File: src/rtl/vector_distance_seq_pkg.sv
// Shared types and width helpers for the GAM vector distance engine.
//   VECTOR_LEN   : default number of elements per GAM vector
//   dist_state_t : top-level FSM states
//   dist_acc_w() : accumulator width that cannot overflow for a given element width / length
package vector_distance_seq_pkg;

    localparam int unsigned VECTOR_LEN = 4;

    typedef enum logic [1:0] {
        DS_ACCUM,
        DS_SQRT,
        DS_OUT
    } dist_state_t;

    // 2*data_w+1 bits hold one (a-b)^2; $clog2(vec_len) more bits hold the sum of vec_len of them.
    function automatic int unsigned dist_acc_w(input int unsigned data_w, input int unsigned vec_len);
        return 2 * data_w + 1 + $clog2(vec_len);
    endfunction

endpackage

File: src/rtl/vector_distance_seq_isqrt.sv
// Restoring bit-serial integer square root, one result bit per cycle, MSB first.
// The radicand is captured on start; root is valid when done pulses, ROOT_W cycles later.
//   clk, rst   : clock, asynchronous active-high reset
//   start      : load radicand and begin (ignored handling of overlap: a new start restarts)
//   radicand   : IN_W-bit unsigned input
//   busy       : iteration in progress
//   done       : one-cycle pulse, root holds floor(sqrt(radicand))
//   root       : ROOT_W-bit result
module vector_distance_seq_isqrt #(
    parameter int unsigned IN_W   = 19,
    parameter int unsigned ROOT_W = (IN_W + 1) / 2
) (
    input  logic              clk,
    input  logic              rst,
    input  logic              start,
    input  logic [IN_W-1:0]   radicand,
    output logic              busy,
    output logic              done,
    output logic [ROOT_W-1:0] root
);

    localparam int unsigned PAD_W = 2 * ROOT_W;
    localparam int unsigned REM_W = ROOT_W + 2;
    localparam int unsigned CNT_W = (ROOT_W > 1) ? $clog2(ROOT_W) : 1;

    logic [PAD_W-1:0]  r_rad;
    logic [REM_W-1:0]  r_rem;
    logic [ROOT_W-1:0] r_root;
    logic [CNT_W-1:0]  r_cnt;
    logic              r_busy;
    logic              r_done;

    logic [REM_W-1:0]  w_rem_sh;
    logic [REM_W-1:0]  w_trial;
    logic              w_ge;
    logic [REM_W-1:0]  w_rem_nx;

    // Bring down the next radicand bit pair and try subtracting 4*root+1.
    // The remainder before the final step is below 2^ROOT_W, so truncating the shift is lossless.
    assign w_rem_sh = REM_W'({r_rem, r_rad[PAD_W-1 -: 2]});
    assign w_trial  = {r_root, 2'b01};
    assign w_ge     = (w_rem_sh >= w_trial);
    assign w_rem_nx = w_ge ? (w_rem_sh - w_trial) : w_rem_sh;

    // Iteration register set; done is a single-cycle pulse.
    always_ff @(posedge clk or posedge rst) begin
        if (rst) begin
            r_rad  <= '0;
            r_rem  <= '0;
            r_root <= '0;
            r_cnt  <= '0;
            r_busy <= 1'b0;
            r_done <= 1'b0;
        end else begin
            r_done <= 1'b0;
            if (start) begin
                r_rad  <= PAD_W'(radicand);
                r_rem  <= '0;
                r_root <= '0;
                r_cnt  <= '0;
                r_busy <= 1'b1;
            end else if (r_busy) begin
                r_rad  <= r_rad << 2;
                r_rem  <= w_rem_nx;
                r_root <= {r_root[ROOT_W-2:0], w_ge};
                if (r_cnt == CNT_W'(ROOT_W - 1)) begin
                    r_busy <= 1'b0;
                    r_done <= 1'b1;
                end else begin
                    r_cnt <= r_cnt + CNT_W'(1);
                end
            end
        end
    end

    assign busy = r_busy;
    assign done = r_done;
    assign root = r_root;

endmodule

File: src/rtl/vector_distance_seq.sv
// Streaming, handshaked squared-Euclidean distance engine for GAM vector compare.
// Accumulates sum((a-b)^2) over one vector, then optionally takes floor(sqrt) serially.
//   clk, rst          : clock, asynchronous active-high reset
//   in_valid/in_ready : element-pair handshake; in_a/in_b signed, in_last ends the vector
//   out_valid/out_ready : result handshake, outputs held stable until accepted
//   out_dist_sq       : sum of squared differences (ACC_W bits)
//   out_dist          : floor(sqrt(out_dist_sq)), 0 when SQRT_EN=0
//   out_err           : in_last and the element count disagreed on the terminating beat
module vector_distance_seq
    import vector_distance_seq_pkg::*;
#(
    parameter int unsigned DATA_W  = 8,
    parameter int unsigned VEC_LEN = VECTOR_LEN,
    parameter int unsigned SQRT_EN = 1,
    parameter int unsigned ACC_W   = dist_acc_w(DATA_W, VEC_LEN),
    parameter int unsigned ROOT_W  = (ACC_W + 1) / 2
) (
    input  logic              clk,
    input  logic              rst,
    input  logic              in_valid,
    output logic              in_ready,
    input  logic [DATA_W-1:0] in_a,
    input  logic [DATA_W-1:0] in_b,
    input  logic              in_last,
    output logic              out_valid,
    input  logic              out_ready,
    output logic [ACC_W-1:0]  out_dist_sq,
    output logic [ROOT_W-1:0] out_dist,
    output logic              out_err
);

    localparam int unsigned CNT_W = $clog2(VEC_LEN);
    localparam int unsigned SQ_W  = 2 * DATA_W + 2;

    dist_state_t        r_state;
    logic [CNT_W-1:0]   r_cnt;
    logic [ACC_W-1:0]   r_acc;
    logic               r_in_ready;
    logic               r_out_valid;
    logic [ACC_W-1:0]   r_out_dist_sq;
    logic [ROOT_W-1:0]  r_out_dist;
    logic               r_out_err;

    logic signed [DATA_W:0] w_diff;
    logic signed [SQ_W-1:0] w_diff_x;
    logic signed [SQ_W-1:0] w_sq_s;
    logic [ACC_W-1:0]       w_sq;
    logic [ACC_W-1:0]       w_acc_next;
    logic                   w_fire;
    logic                   w_at_end;
    logic                   w_term;
    logic                   w_err;
    logic                   w_sq_start;
    logic                   w_sq_busy;
    logic                   w_sq_done;
    logic [ROOT_W-1:0]      w_root;

    // One extra bit keeps a-b exact over the full signed range; the square is non-negative.
    assign w_diff     = $signed({in_a[DATA_W-1], in_a}) - $signed({in_b[DATA_W-1], in_b});
    assign w_diff_x   = SQ_W'(w_diff);
    assign w_sq_s     = w_diff_x * w_diff_x;
    assign w_sq       = ACC_W'($unsigned(w_sq_s));
    assign w_acc_next = r_acc + w_sq;

    // The vector ends at whichever of in_last / full length comes first.
    assign w_fire     = (r_state == DS_ACCUM) && in_valid && r_in_ready;
    assign w_at_end   = (r_cnt == CNT_W'(VEC_LEN - 1));
    assign w_term     = in_last | w_at_end;
    assign w_err      = in_last ^ w_at_end;
    assign w_sq_start = w_fire && w_term && (SQRT_EN != 0);

    vector_distance_seq_isqrt #(
        .IN_W   (ACC_W),
        .ROOT_W (ROOT_W)
    ) u_isqrt (
        .clk      (clk),
        .rst      (rst),
        .start    (w_sq_start),
        .radicand (w_acc_next),
        .busy     (w_sq_busy),
        .done     (w_sq_done),
        .root     (w_root)
    );

    // Control FSM with element counter, accumulator and registered outputs.
    always_ff @(posedge clk or posedge rst) begin
        if (rst) begin
            r_state       <= DS_ACCUM;
            r_cnt         <= '0;
            r_acc         <= '0;
            r_in_ready    <= 1'b1;
            r_out_valid   <= 1'b0;
            r_out_dist_sq <= '0;
            r_out_dist    <= '0;
            r_out_err     <= 1'b0;
        end else begin
            case (r_state)
                DS_ACCUM: begin
                    if (w_fire) begin
                        r_acc <= w_acc_next;
                        if (w_term) begin
                            // Sum and error are final here; they stay put until the handshake.
                            r_cnt         <= '0;
                            r_out_dist_sq <= w_acc_next;
                            r_out_err     <= w_err;
                            r_in_ready    <= 1'b0;
                            r_state       <= (SQRT_EN != 0) ? DS_SQRT : DS_OUT;
                        end else begin
                            r_cnt <= r_cnt + CNT_W'(1);
                        end
                    end
                end
                DS_SQRT: begin
                    if (w_sq_done && !w_sq_busy) begin
                        r_out_dist  <= w_root;
                        r_out_valid <= 1'b1;
                        r_state     <= DS_OUT;
                    end
                end
                DS_OUT: begin
                    if (!r_out_valid) begin
                        // Only reached without the root stage: present the result one cycle later.
                        r_out_dist  <= '0;
                        r_out_valid <= 1'b1;
                    end else if (out_ready) begin
                        r_out_valid <= 1'b0;
                        r_acc       <= '0;
                        r_in_ready  <= 1'b1;
                        r_state     <= DS_ACCUM;
                    end
                end
                default: begin
                    r_state    <= DS_ACCUM;
                    r_in_ready <= 1'b1;
                end
            endcase
        end
    end

    assign in_ready    = r_in_ready;
    assign out_valid   = r_out_valid;
    assign out_dist_sq = r_out_dist_sq;
    assign out_dist    = r_out_dist;
    assign out_err     = r_out_err;

endmodule

File: config.mk
export PLATFORM = sky130hd
export DESIGN_NAME = vector_distance_seq
export DESIGN_NICKNAME = d
export VERILOG_FILES = /design/src/rtl/vector_distance_seq_pkg.sv /design/src/rtl/vector_distance_seq_isqrt.sv /design/src/rtl/vector_distance_seq.sv
export SDC_FILE = /design/constraint.sdc
export NUM_CORES = 1
export LEC_CHECK = 0
export BUFFER_PORTS_ARGS = -buffer_cell sky130_fd_sc_hd__buf_4
export CAP_MARGIN = 20
export CORE_MARGIN = 4
export CORE_UTILIZATION = 50
export CTS_CLUSTER_DIAMETER = 150
export DETAILED_ROUTE_END_ITERATION = 10
export PLACE_DENSITY = 0.76
export SYNTH_ARGS = -nofsm -noshare
export SYNTH_HDL_FRONTEND = slang
export SYNTH_HIERARCHICAL = 1
export SYNTH_SLANG_ARGS = --single-unit
File: constraint.sdc
create_clock -name clk -period 2.8 [get_ports clk]
set_input_delay 0.42 -clock clk [delete_from_list [all_inputs] [get_ports clk]]
set_output_delay 0.42 -clock clk [all_outputs]
set_load 0.02 [all_outputs]
# ---- After elaboration in Yosys (flattened, before gate mapping)
# Cells that the tools add are included.
dict set report word_totals {
  ff_bits 101
  latch_bits 0
  ram_bits 0
  rom_bits 0
  output_inout_bits 32
  mem_count 0
}
dict set report op_classes {
  n_addsub 5
  multipliers 1
  n_div 0
  order_cmp 1
  n_eq_ne 11
  shift 0
  mux 39
  n_bitwise 3
  n_reduce_logical 17
}
# operator count
set ops {}
lappend ops {{2-to-1 mux 10 bit} 7}
lappend ops {{2-to-1 mux 19 bit} 3}
lappend ops {{2-to-1 mux 20 bit} 2}
lappend ops {{one-hot mux 19 bit (2 select lines)} 1}
lappend ops {{one-hot mux 10 bit (2 select lines)} 1}
lappend ops {{adder 19 x 18 -> 19 bit} 1}
lappend ops {{multiplier 9 x 9 -> 18 bit} 1}
lappend ops {{2-to-1 mux 1 bit} 13}
lappend ops {{greater-or-equal comparator 12 bit} 1}
lappend ops {{2-to-1 mux 2 bit} 6}
lappend ops {{2-to-1 mux 4 bit} 3}
lappend ops {{!= test 2 bit (second input constant)} 6}
lappend ops {{AND reduction 5 bit} 2}
lappend ops {{subtractor 10 bit} 1}
lappend ops {{subtractor 8 x 8 -> 9 bit} 1}
lappend ops {{one-hot mux 2 bit (3 select lines)} 1}
lappend ops {{AND reduction 2 bit} 3}
lappend ops {{AND reduction 3 bit} 2}
lappend ops {{nonzero test 2 bit} 3}
lappend ops {{adder 4 x 1 -> 4 bit (second input constant)} 1}
lappend ops {{equality test 2 bit (second input constant)} 2}
lappend ops {{equality test 4 bit (second input constant)} 1}
lappend ops {{logical AND 1 bit} 4}
lappend ops {{AND reduction 4 bit} 1}
lappend ops {{10 further kinds} 10}

# ---- Depth between registers and ports, before layout
# Gate-level depths: netlist (run 1).
dict set report logic_depth {
  ltp_word 6
  depth_mapped 38
  mapped_depth_nobuf 36
}

# ---- Cells and area by module
# Netlist (run 1), hierarchy kept.
# mod instances cells_each area_each_um2 seq_area_each_um2
set modules_own_cells {}
lappend modules_own_cells {vector_distance_seq 1 680 6229.7 1377.6}
lappend modules_own_cells {vector_distance_seq_isqrt 1 297 2732.6 1151.1}

# ---- Least setup slack after synthesis (run 1)
# Ideal clock, no wire load.
dict set report synth_timing {
  kind {input to register}
  start {input in_a[0]}
  end {register u_isqrt.r_rad[18]}
  setup_time_ns 0.133
  arrival_time_ns 7.443
  slack_ns -4.776
  stages 33
  path_buffers 0
  path_cell_list {inv_1 -> ha_1 -> inv_1 -> fa_1 -> a21o_1 -> a21oi_1 -> o21ai_0 -> a211oi_2 -> and2_1 -> inv_1 -> fa_1 -> inv_1 -> fa_1 -> inv_1 -> fa_1 -> inv_1 -> fa_1 -> ha_1 -> ha_1 -> nor2b_1 -> o21a_1 -> o31ai_1 -> a21oi_1 -> a2111o_1 -> nand3_1 -> ha_1 -> a21oi_1 -> o21bai_1 -> a21o_1 -> nor3_1 -> nor2_1 -> nand2_1 -> o21ai_0}
}
dict set report synth_between {
  elab_chain_len 4
}
# element line
set synth_rtl {}
lappend synth_rtl {{from (decl)} vector_distance_seq.sv:22} ;# input logic [DATA_W-1:0] in_a,
lappend synth_rtl {{subtractor 8 x 8 -> 9 bit} vector_distance_seq.sv:59} ;# assign w_diff = $signed({in_a[DATA_W-1], in_a}) - $signed({in_b[DATA_W-1], in_b});
lappend synth_rtl {{multiplier 9 x 9 -> 18 bit} vector_distance_seq.sv:61} ;# assign w_sq_s = w_diff_x * w_diff_x;
lappend synth_rtl {{adder 19 x 18 -> 19 bit} vector_distance_seq.sv:63} ;# assign w_acc_next = r_acc + w_sq;
lappend synth_rtl {{via w_acc_next[18]} vector_distance_seq.sv:48} ;# logic [ACC_W-1:0] w_acc_next;
lappend synth_rtl {{2-to-1 mux 20 bit} vector_distance_seq_isqrt.sv:56} ;# if (start) begin
lappend synth_rtl {{to (signal assigned)} vector_distance_seq_isqrt.sv:57} ;# r_rad <= PAD_W'(radicand);
lappend synth_rtl {{to (signal assigned)} vector_distance_seq_isqrt.sv:63} ;# r_rad <= r_rad << 2;
lappend synth_rtl {{to (decl)} vector_distance_seq_isqrt.sv:26} ;# logic [PAD_W-1:0] r_rad;
# The timed path passes the listed nets, and every way through them passes these cells.
# A chain may end at the register's enable or synchronous reset.

# ---- Worst setup path after layout (run 1)
dict set report layout_timing {
  start {input in_a[1]}
  end {register u_isqrt.r_rad[18]}
}
# The elaborated chain is that of the path after synthesis.

==> impl_metrics.tcl, run 1 <==
set metrics [dict create \
    finalInstanceArea_um2 12410 \
    die_y_um 141.9 \
    initial_utilization_pct 51.46 \
    grt_antenna_before_repair 0 \
    finalCriticalPeriod_ns 7.151 \
    ys_async_sr_fraction_pct 100.0 \
    cts_buffers 9 \
    globalplace.congestion 0.8815 \
    synth_edf_count 0 \
    synth_area_um2 8962 \
    diodes 0 \
    cp_max_fo 4 \
    finalCritPeriodShare_pct 255.4 \
    worst_pin_slew_ns 0.7640 \
    violations "negative setup slack" \
    start_kind "input pin" \
    synthToLayoutAreaGrowth_pct 38.50 \
    grt-ovfl-total 0 \
    drv_cap 0 \
    arrival_ns 7.42 \
    wl_um 25760 \
    critical_path_class "input pin to flip-flop" \
    max_stage_delay_ns 0.51 \
    synth_fp_nets 1140 \
    dpl.cell_count 1360 \
    final_layout_size_suffix_gt1_share_pct 36.44 \
    crit_path_start "in_a[1]" \
    cp-end-kind "flip-flop" \
    hpwl_um 16130 \
    drc 0 \
    synth_area_leaders "dfrtp_1 28%, fa_1 13%, ha_1 12%, inv_1 5.1%, nand2_1 4.1%" \
    ios 53 \
    viasPerCell 5.763 \
    layout_commonest_cell "buf_4" \
    synth_seq_cells 101 \
    avgRoutedWirePerCell_um 18.19 \
    core_um2 17420 \
    setup_viol_count_final 48 \
    clk_latency_ns 0.36 \
    post_synth.cell_area_avg_um2 9.173 \
    grt_first_pass_wirelength_um 38150 \
    synth_warnings 6 \
    ys_seq_area_share_pct 28.21 \
    rr_worst_depth 9 \
    layout_common_cells "200 x buf_4, 99 x inv_1, 99 x dfrtp_1, 94 x nand2_1, 67 x nor2_1" \
    crit_required_ns 3.07 \
    rsz0062_at_grt "true" \
    max_slew_margin_pct 48.87 \
    placed_cell_area_um2 10880 \
    row_count 48 \
    outcome "finished with violations" \
    final_cells 1416 \
    vias 8161 \
    clock-root-buffer "clkbuf_16" \
    dr.pass1.iters 5 \
    die_w_um 141.9 \
    worstReg2RegStart "r_acc[4]" \
    grt_max_degree 46 \
    h-tree-depth 3 \
    tritoncts "done" \
    final.fill_count 1155 \
    clk_pin_slew_ns 0.07 \
    drt-initial-drc-count 641 \
    synth.distinct_cells 82 \
    synth_top_cell_by_area "dfrtp_1" \
    hold_class "input pin to flip-flop" \
    synth_top_cell_area_share_pct 27.92 \
    seqCellArea_um2 2530 \
    multi_input_area_um2 6907 \
    dpl_worst_slack_ns -4.701 \
    hp-start "out_ready" \
    slew_violations 0 \
    globalRouteTotalUtil_pct 23.07 \
    synthFlopType "dfrtp_1" \
    hold_violations 0 \
    io_buffers 52 \
    first_global_vias 8097 \
    fin_tns_setup_ns -162.23 \
    fmax_ghz 0.1398 \
    critPathSlowestCell "fa_1" \
    fin_skew_ns 0.01315 \
    fin_nets 1349 \
    setup_slack_ns -4.351 \
    antenna_left 0 \
    syn_inst 977 \
    path_common_cell "fa_1" \
    dieArea_um2 20130 \
    cts.path.max_buffers 2 \
    clock_sinks 101 \
    min_path_cells 3 \
]
-- what timing repair did --
item | CTS | global route
pin swaps | 73 | 74
buffers inserted | 24 | 23
hold buffers | 1 | 0
endpoints found under the setup margin | 48 | 48
endpoints found under the hold margin | 13 | 0
gates resized for setup | 112 | 88
-- stage by stage --
stage | utilization [%] | hold slack (ns)
2_1_floorplan | - | 0.4428
3_3_place_gp | 62.35 | 0.3729
3_5_place_dp | 62.46 | 0.3578
4_1_cts | 68.20 | 0.4092
5_1_grt | 71.27 | 0.4511
6_report | 71.27 | 0.4130
-- layer usage --
layer	up-vias	wire length, um	global-route usage [%]
met5	-	0	0
met4	0	624	5.051
met3	69	1455	4.112
met2	296	13140	39.12
met1	4059	10540	31.10
li1	3737	-	-
-- synthesized netlist by cell type, drive strengths merged (9+ instances only) --
library cell and number:
nand3 19, and2 10, clkbuf 25, o21ai 55
mux2i 34, nor2b 19, xnor2 26, nor2 90
a21oi 31, xor2 15, dfrtp 100, o21a 11
a22o 24, inv 123, ha 83, nand2 100
nand2b 14, fa 59, mux2 9, nor3 10
-- cell type report --
class | instances | area share, %
clock inverter | 7 | 0.6350
tap | 225 | 2.268
clock buffer | 9 | 1.814
sequential | 101 | 20.38
multi-input combinational | 720 | 55.64
inverter | 123 | 4.052
timing repair buffer | 231 | 15.21
-- sequential cells by signal, summed over array words and instances, names as in the netlist, 2 cells and up --
signal	flops
u_isqrt/r_rad	20
out_dist_sq	19
r_acc	19
out_dist	10
u_isqrt/r_rem	10
u_isqrt/root	10
u_isqrt/r_cnt	4
r_cnt	2
r_state	2
-- worst max-delay path, delay by kind of cell --
kind                       cells  cell delay, ns
muxes                          1            0.33
and+or+nand+nor                4            0.49
adders and majority gates      8            3.25
AOI/OAI and AO/OA             12            2.48
xor gates and xnor gates       1            0.13
buffers and inverters          5            0.31
-- path summary, 6_finish.rpt --
check                               endpoint  slack (ns)
hold reg to reg                     r_cnt[1]        0.47
max in group asynchronous           in_ready        1.70
min in group asynchronous   u_isqrt/r_rem[7]        0.54
setup reg to reg           u_isqrt/r_rad[17]        0.17
setup / recovery           u_isqrt/r_rad[18]       -4.35
hold / removal                    r_state[1]        0.41
-- cell families (layout without fill, tap and decap cells) --
group                    Yosys count  in the layout  synth area share [%]
buffers and inverters            156            370                 6.645
AO/OA/AOI/OAI                    200            200                 16.11
flip-flops                       101            101                 28.21
XOR/XNOR                          41             41                 4.007
adder cells (fa/ha/maj)          142            142                 24.77
AND/OR/NAND/NOR                  294            294                 15.29
multiplexers                      43             43                 4.970
Power of run 1 is left out: the tool's default activity adds up to more than one toggle a clock period on the data nets, which glitch-free logic cannot reach.
==> run 2: changes to the inputs <==
- PLACE_DENSITY: 0.76 -> 0.68
==> run 2 against run 1 <==
Via count fell by 5.8%. The flow still finishes with violations (negative setup slack). Clock skew barely moved. Critical path type unchanged. Count of clock-buffer cells in the layout rose by 1. Sequential share of layout area rose by 0.18 points. Global-route usage fell by 0.14 points. Final area fell by 0.89%. Core utilization fell by 0.63 points.
==> impl_metrics.tcl, run 2 (synthesis results as in run 1) <==
set metrics [dict create \
    layout_commonest_cell "buf_4" \
    holdWs_ns 0.1403 \
    finalCriticalPeriod_ns 6.908 \
    max_slew_margin_pct 51.67 \
    rsz0062_at_grt "true" \
    viasPerCell 5.427 \
    violations "negative setup slack" \
    antenna_left 0 \
    arrival_ns 7.14 \
    drv_cap 0 \
    cts.path.max_buffers 2 \
    grt_antenna_before_repair 0 \
    hold_violations 0 \
    finalCritPeriodShare_pct 246.7 \
    crit_path_start "in_a[0]" \
    final_layout_size_suffix_gt1_share_pct 35.26 \
    globalplace.congestion 0.8814 \
    path_buf_inv 8 \
    clock_sinks 101 \
    avgRoutedWirePerCell_um 15.90 \
    row_count 48 \
    grt-ovfl-total 0 \
    start_kind "input pin" \
    globalRouteTotalUtil_pct 22.93 \
    fin_nets 1349 \
    critPathCapture "u_isqrt/r_rad[18]" \
    crit_required_ns 3.03 \
    core_um2 17420 \
    fmax_ghz 0.1448 \
    reg2reg_slack_ns 0.21 \
    critical_path_class "input pin to flip-flop" \
    initial_utilization_pct 51.46 \
    vias 7685 \
    largest-register "u_isqrt/r_rad" \
    fin_skew_ns 0.01342 \
    grt_first_pass_wirelength_um 38070 \
    die_w_um 141.9 \
    dpl_worst_slack_ns -4.673 \
    synthToLayoutAreaGrowth_pct 37.27 \
    diodes 0 \
    dieArea_um2 20130 \
    setup_viol_count_final 45 \
    clk_latency_ns 0.35 \
    rr_worst_depth 8 \
    hold_class "input pin to asynchronous set/reset pin" \
    wl_um 22520 \
    clock-root-buffer "clkbuf_16" \
    path_common_cell "fa_1" \
    crit_cells 32 \
    layout_common_cells "208 x buf_4, 102 x inv_1, 99 x dfrtp_1, 96 x nand2_1, 70 x nor2_1" \
    slew_violations 0 \
    max_stage_delay_ns 0.65 \
    clk_pin_slew_ns 0.08 \
    worst_pin_slew_ns 0.7249 \
    first_global_vias 7838 \
    cp-end-kind "flip-flop" \
    tritoncts "done" \
    setup_slack_ns -4.108 \
    grt_max_degree 56 \
    finalInstanceArea_um2 12300 \
    hpwl_um 16270 \
    path_delay_family "adder cells" \
    cp_max_fo 4 \
    critPathSlowestCell "or4_4" \
    dr.pass1.iters 5 \
    largest_reg_flops 20 \
    placed_cell_area_um2 10900 \
    drc 0 \
    ios 53 \
    h-tree-depth 3 \
    die_y_um 141.9 \
    rr_endpoint "out_dist_sq[12]" \
    worstReg2RegStart "r_acc[0]" \
    final.fill_count 1300 \
    drt-initial-drc-count 433 \
    cts_hold_buf 0 \
    io_buffers 52 \
    cts_buffers 9 \
    outcome "finished with violations" \
]
[run 2: metal layers]
metal / GRT usage, % / routed length (um) / up-vias
li1: - / - / 3737
met1: 33.49 / 10520 / 3759
met2: 37.12 / 10770 / 170
met3: 3.573 / 1078 / 19
met4: 3.485 / 156 / 0
met5: 0 / 0 / -
[run 2: worst min path at each step]
stage	endpoint	slack (ns)	cells after the start	from
4_1_cts	u_isqrt/r_rad[18]	0.16	2	rst
2_1_floorplan	r_cnt[1]	0.44	2	r_cnt[1]
5_1_grt	u_isqrt/r_rad[18]	0.19	2	rst
3_3_place_gp	r_cnt[1]	0.46	2	r_cnt[1]
3_5_place_dp	out_dist_sq[1]	0.47	2	out_dist_sq[1]
6_report	u_isqrt/busy	0.14	2	rst
[run 2: final cells by class]
cell class	instances	area, um^2	share of cell area, %
multi-input cells	720	6865	55.80
flip-flops and latches	101	2530	20.56
repair buffers	231	1824	14.83
inverters	123	500.5	4.068
well taps	225	281.5	2.288
clock buffers	10	239.0	1.942
clock inverters	6	62.56	0.5085
[run 2: timing repair]
item | 4_1_cts | 5_1_grt
endpoints found under the setup margin | 48 | 48
setup buffers | 29 | 9
gates resized for setup | 120 | 56
pin swaps | 102 | 60
[run 2: worst reg2reg max path: cells and delay by family, from the launching register on]
family                     cells  cell delay [ns]
adders and majority gates      2             0.41
AOI/OAI and AO/OA              3             0.84
DFF                            1             0.39
and+or+nand+nor                2             0.50
muxes                          1             0.33
[run 2: through the flow]
step                TNS (ns)  std cells  util (%)
finish               -152.12       1416     70.64
global route         -162.56       1416     70.64
CTS                  -152.16       1411     68.75
detailed placement   -179.02       1369     62.56
global placement     -175.22       1369     62.56
floorplan            -149.22        977         -
Power of run 2 is left out for the same reason.
==> run 3: changes to the inputs <==
- clock period: 2.8 -> 6.56 ns (I/O delays scaled with it)
==> run 3 against run 2 <==
The flow still finishes with violations (negative setup slack). Routed wire length down 3.6%. Non-clock buffer count down 24. Count of clock-buffer cells in the layout unchanged. Register-to-register slack better by 3.7 ns. Critical path depth up 2. Clock skew down 0.0051 ns. Critical endpoint is now r_acc[14]. Highest routed layer unchanged.
==> impl_metrics.tcl, run 3 (synthesis results as in run 1) <==
set metrics [dict create \
    rsz0062_at_grt "true" \
    grt_max_degree 60 \
    globalplace.congestion 0.8187 \
    layout_common_cells "184 x buf_4, 102 x inv_1, 99 x dfrtp_1, 93 x nand2_1, 75 x nor2_1" \
    clock-root-buffer "clkbuf_16" \
    synthToLayoutAreaGrowth_pct 33.27 \
    vias 7483 \
    viasPerCell 5.376 \
    io_buffers 52 \
    grt_antenna_before_repair 0 \
    grt-ovfl-total 0 \
    die_w_um 141.9 \
    crit_cells 34 \
    worst_pin_slew_ns 1.028 \
    dieArea_um2 20130 \
    violations "negative setup slack" \
    setup_slack_ns -1.055 \
    cts_buffers 9 \
    path_buf_inv 9 \
    finalCriticalPeriod_ns 7.615 \
    row_count 48 \
    largest-register "u_isqrt/r_rad" \
    hpwl_um 15880 \
    grt_first_pass_wirelength_um 35490 \
    final_layout_size_suffix_gt1_share_pct 33.42 \
    busiest_layer "met2" \
    setup_viol_count_final 31 \
    core_um2 17420 \
    max_slew_margin_pct 30.54 \
    cp-end-kind "flip-flop" \
    seqCellArea_um2 2530 \
    fmax_ghz 0.1313 \
    finalCritPeriodShare_pct 116.1 \
    cts_hold_buf 0 \
    cp_max_fo 9 \
    avgRoutedWirePerCell_um 15.59 \
    fin_skew_ns 0.008330 \
    clk_pin_slew_ns 0.07 \
    cts.path.max_buffers 2 \
    met3_usage_pct 2.966 \
    clock_sinks 101 \
    slew_violations 0 \
    die_y_um 141.9 \
    initial_utilization_pct 51.46 \
    max_stage_delay_ns 0.55 \
    outcome "finished with violations" \
    tritoncts "done" \
    diodes 0 \
    rr_worst_depth 7 \
    wl_um 21700 \
    min_path_cells 2 \
    hold_class "flip-flop to flip-flop" \
    globalRouteTotalUtil_pct 21.32 \
    dpl_worst_slack_ns -1.476 \
    path_delay_family "adder cells" \
    dr.pass1.iters 4 \
    multi_input_area_um2 6690 \
    arrival_ns 7.83 \
    use_met1_pct 31.53 \
    final.fill_count 1369 \
    drt-initial-drc-count 327 \
    ios 53 \
    clk_latency_ns 0.34 \
    layout_commonest_cell "buf_4" \
    antenna_left 0 \
    hold_violations 0 \
    largest_reg_flops 20 \
    drv_cap 0 \
    met2_usage_pct 34.05 \
    start_kind "input pin" \
    drc 0 \
    h-tree-depth 3 \
    critPathSlowestCell "fa_2" \
    crit_required_ns 6.77 \
    fin_nets 1325 \
    critical_path_class "input pin to flip-flop" \
    first_global_vias 7336 \
]
==> run 3: changes by cell type in the layout (fill, tap and decap cells not counted), sizes merged <==
cell / delta
inv: -1
buf: -24
clkinv: -2
clkinvlp: +3
==> run 3: repair_timing <==
action,CTS,global route
buffers inserted,9,15
resized for setup,54,97
pin swaps,40,79
endpoints found under the setup margin,39,39
==> run 3: routing by layer <==
layer / share of wire (%) / up-vias
met4: 1.3 / 0
met2: 47 / 120
met5: 0 / -
met1: 48 / 3656
met3: 3.3 / 25
li1: - / 3682
==> run 3: tightest hold or removal path: cells and delay by family, from the launching register on <==
kind | cells | cell delay (ns)
simple gates | 2 | 0.10
flops | 1 | 0.34
==> run 3: area by class of cell <==
type                       count  share of cell area, %
multi-input combinational    720                  56.01
sequential                   101                  21.18
timing repair buffer         207                  13.98
inverter                     123                  4.148
tap                          225                  2.357
clock buffer                  10                  1.917
clock inverter                 6                 0.3981
==> run 3: worst paths after layout <==
kind | from | to | slack (ns)
worst max-delay path | in_b[1] | r_acc[14] | -1.06
worst min-delay path | out_dist_sq[6] | out_dist_sq[6] | 0.48
worst max register to register | u_isqrt/root[1] | u_isqrt/r_rem[7] | 3.87
worst min register to register | out_dist_sq[6] | out_dist_sq[6] | 0.48
max in group asynchronous | rst | out_dist_sq[6] | 5.22
min in group asynchronous | rst | u_isqrt/r_cnt[1] | 0.52
==> run 3: per-stage QoR <==
| stage | hold slack, ns | util (%) | instances | setup TNS (ns) | cell area, um^2 |
|---|---|---|---|---|---|
| 2_1_floorplan | 0.4428 | - | 977 | -20.95 | 9228 |
| 3_3_place_gp | 0.4563 | 61.92 | 1353 | -37.60 | 10780 |
| 3_5_place_dp | 0.4655 | 61.92 | 1353 | -41.24 | 10780 |
| 4_1_cts | 0.4852 | 65.23 | 1378 | -22.75 | 11360 |
| 5_1_grt | 0.5045 | 68.58 | 1392 | -31.24 | 11940 |
| 6_report | 0.4800 | 68.58 | 1392 | -22.75 | 11940 |
Power of run 3 is left out for the same reason.
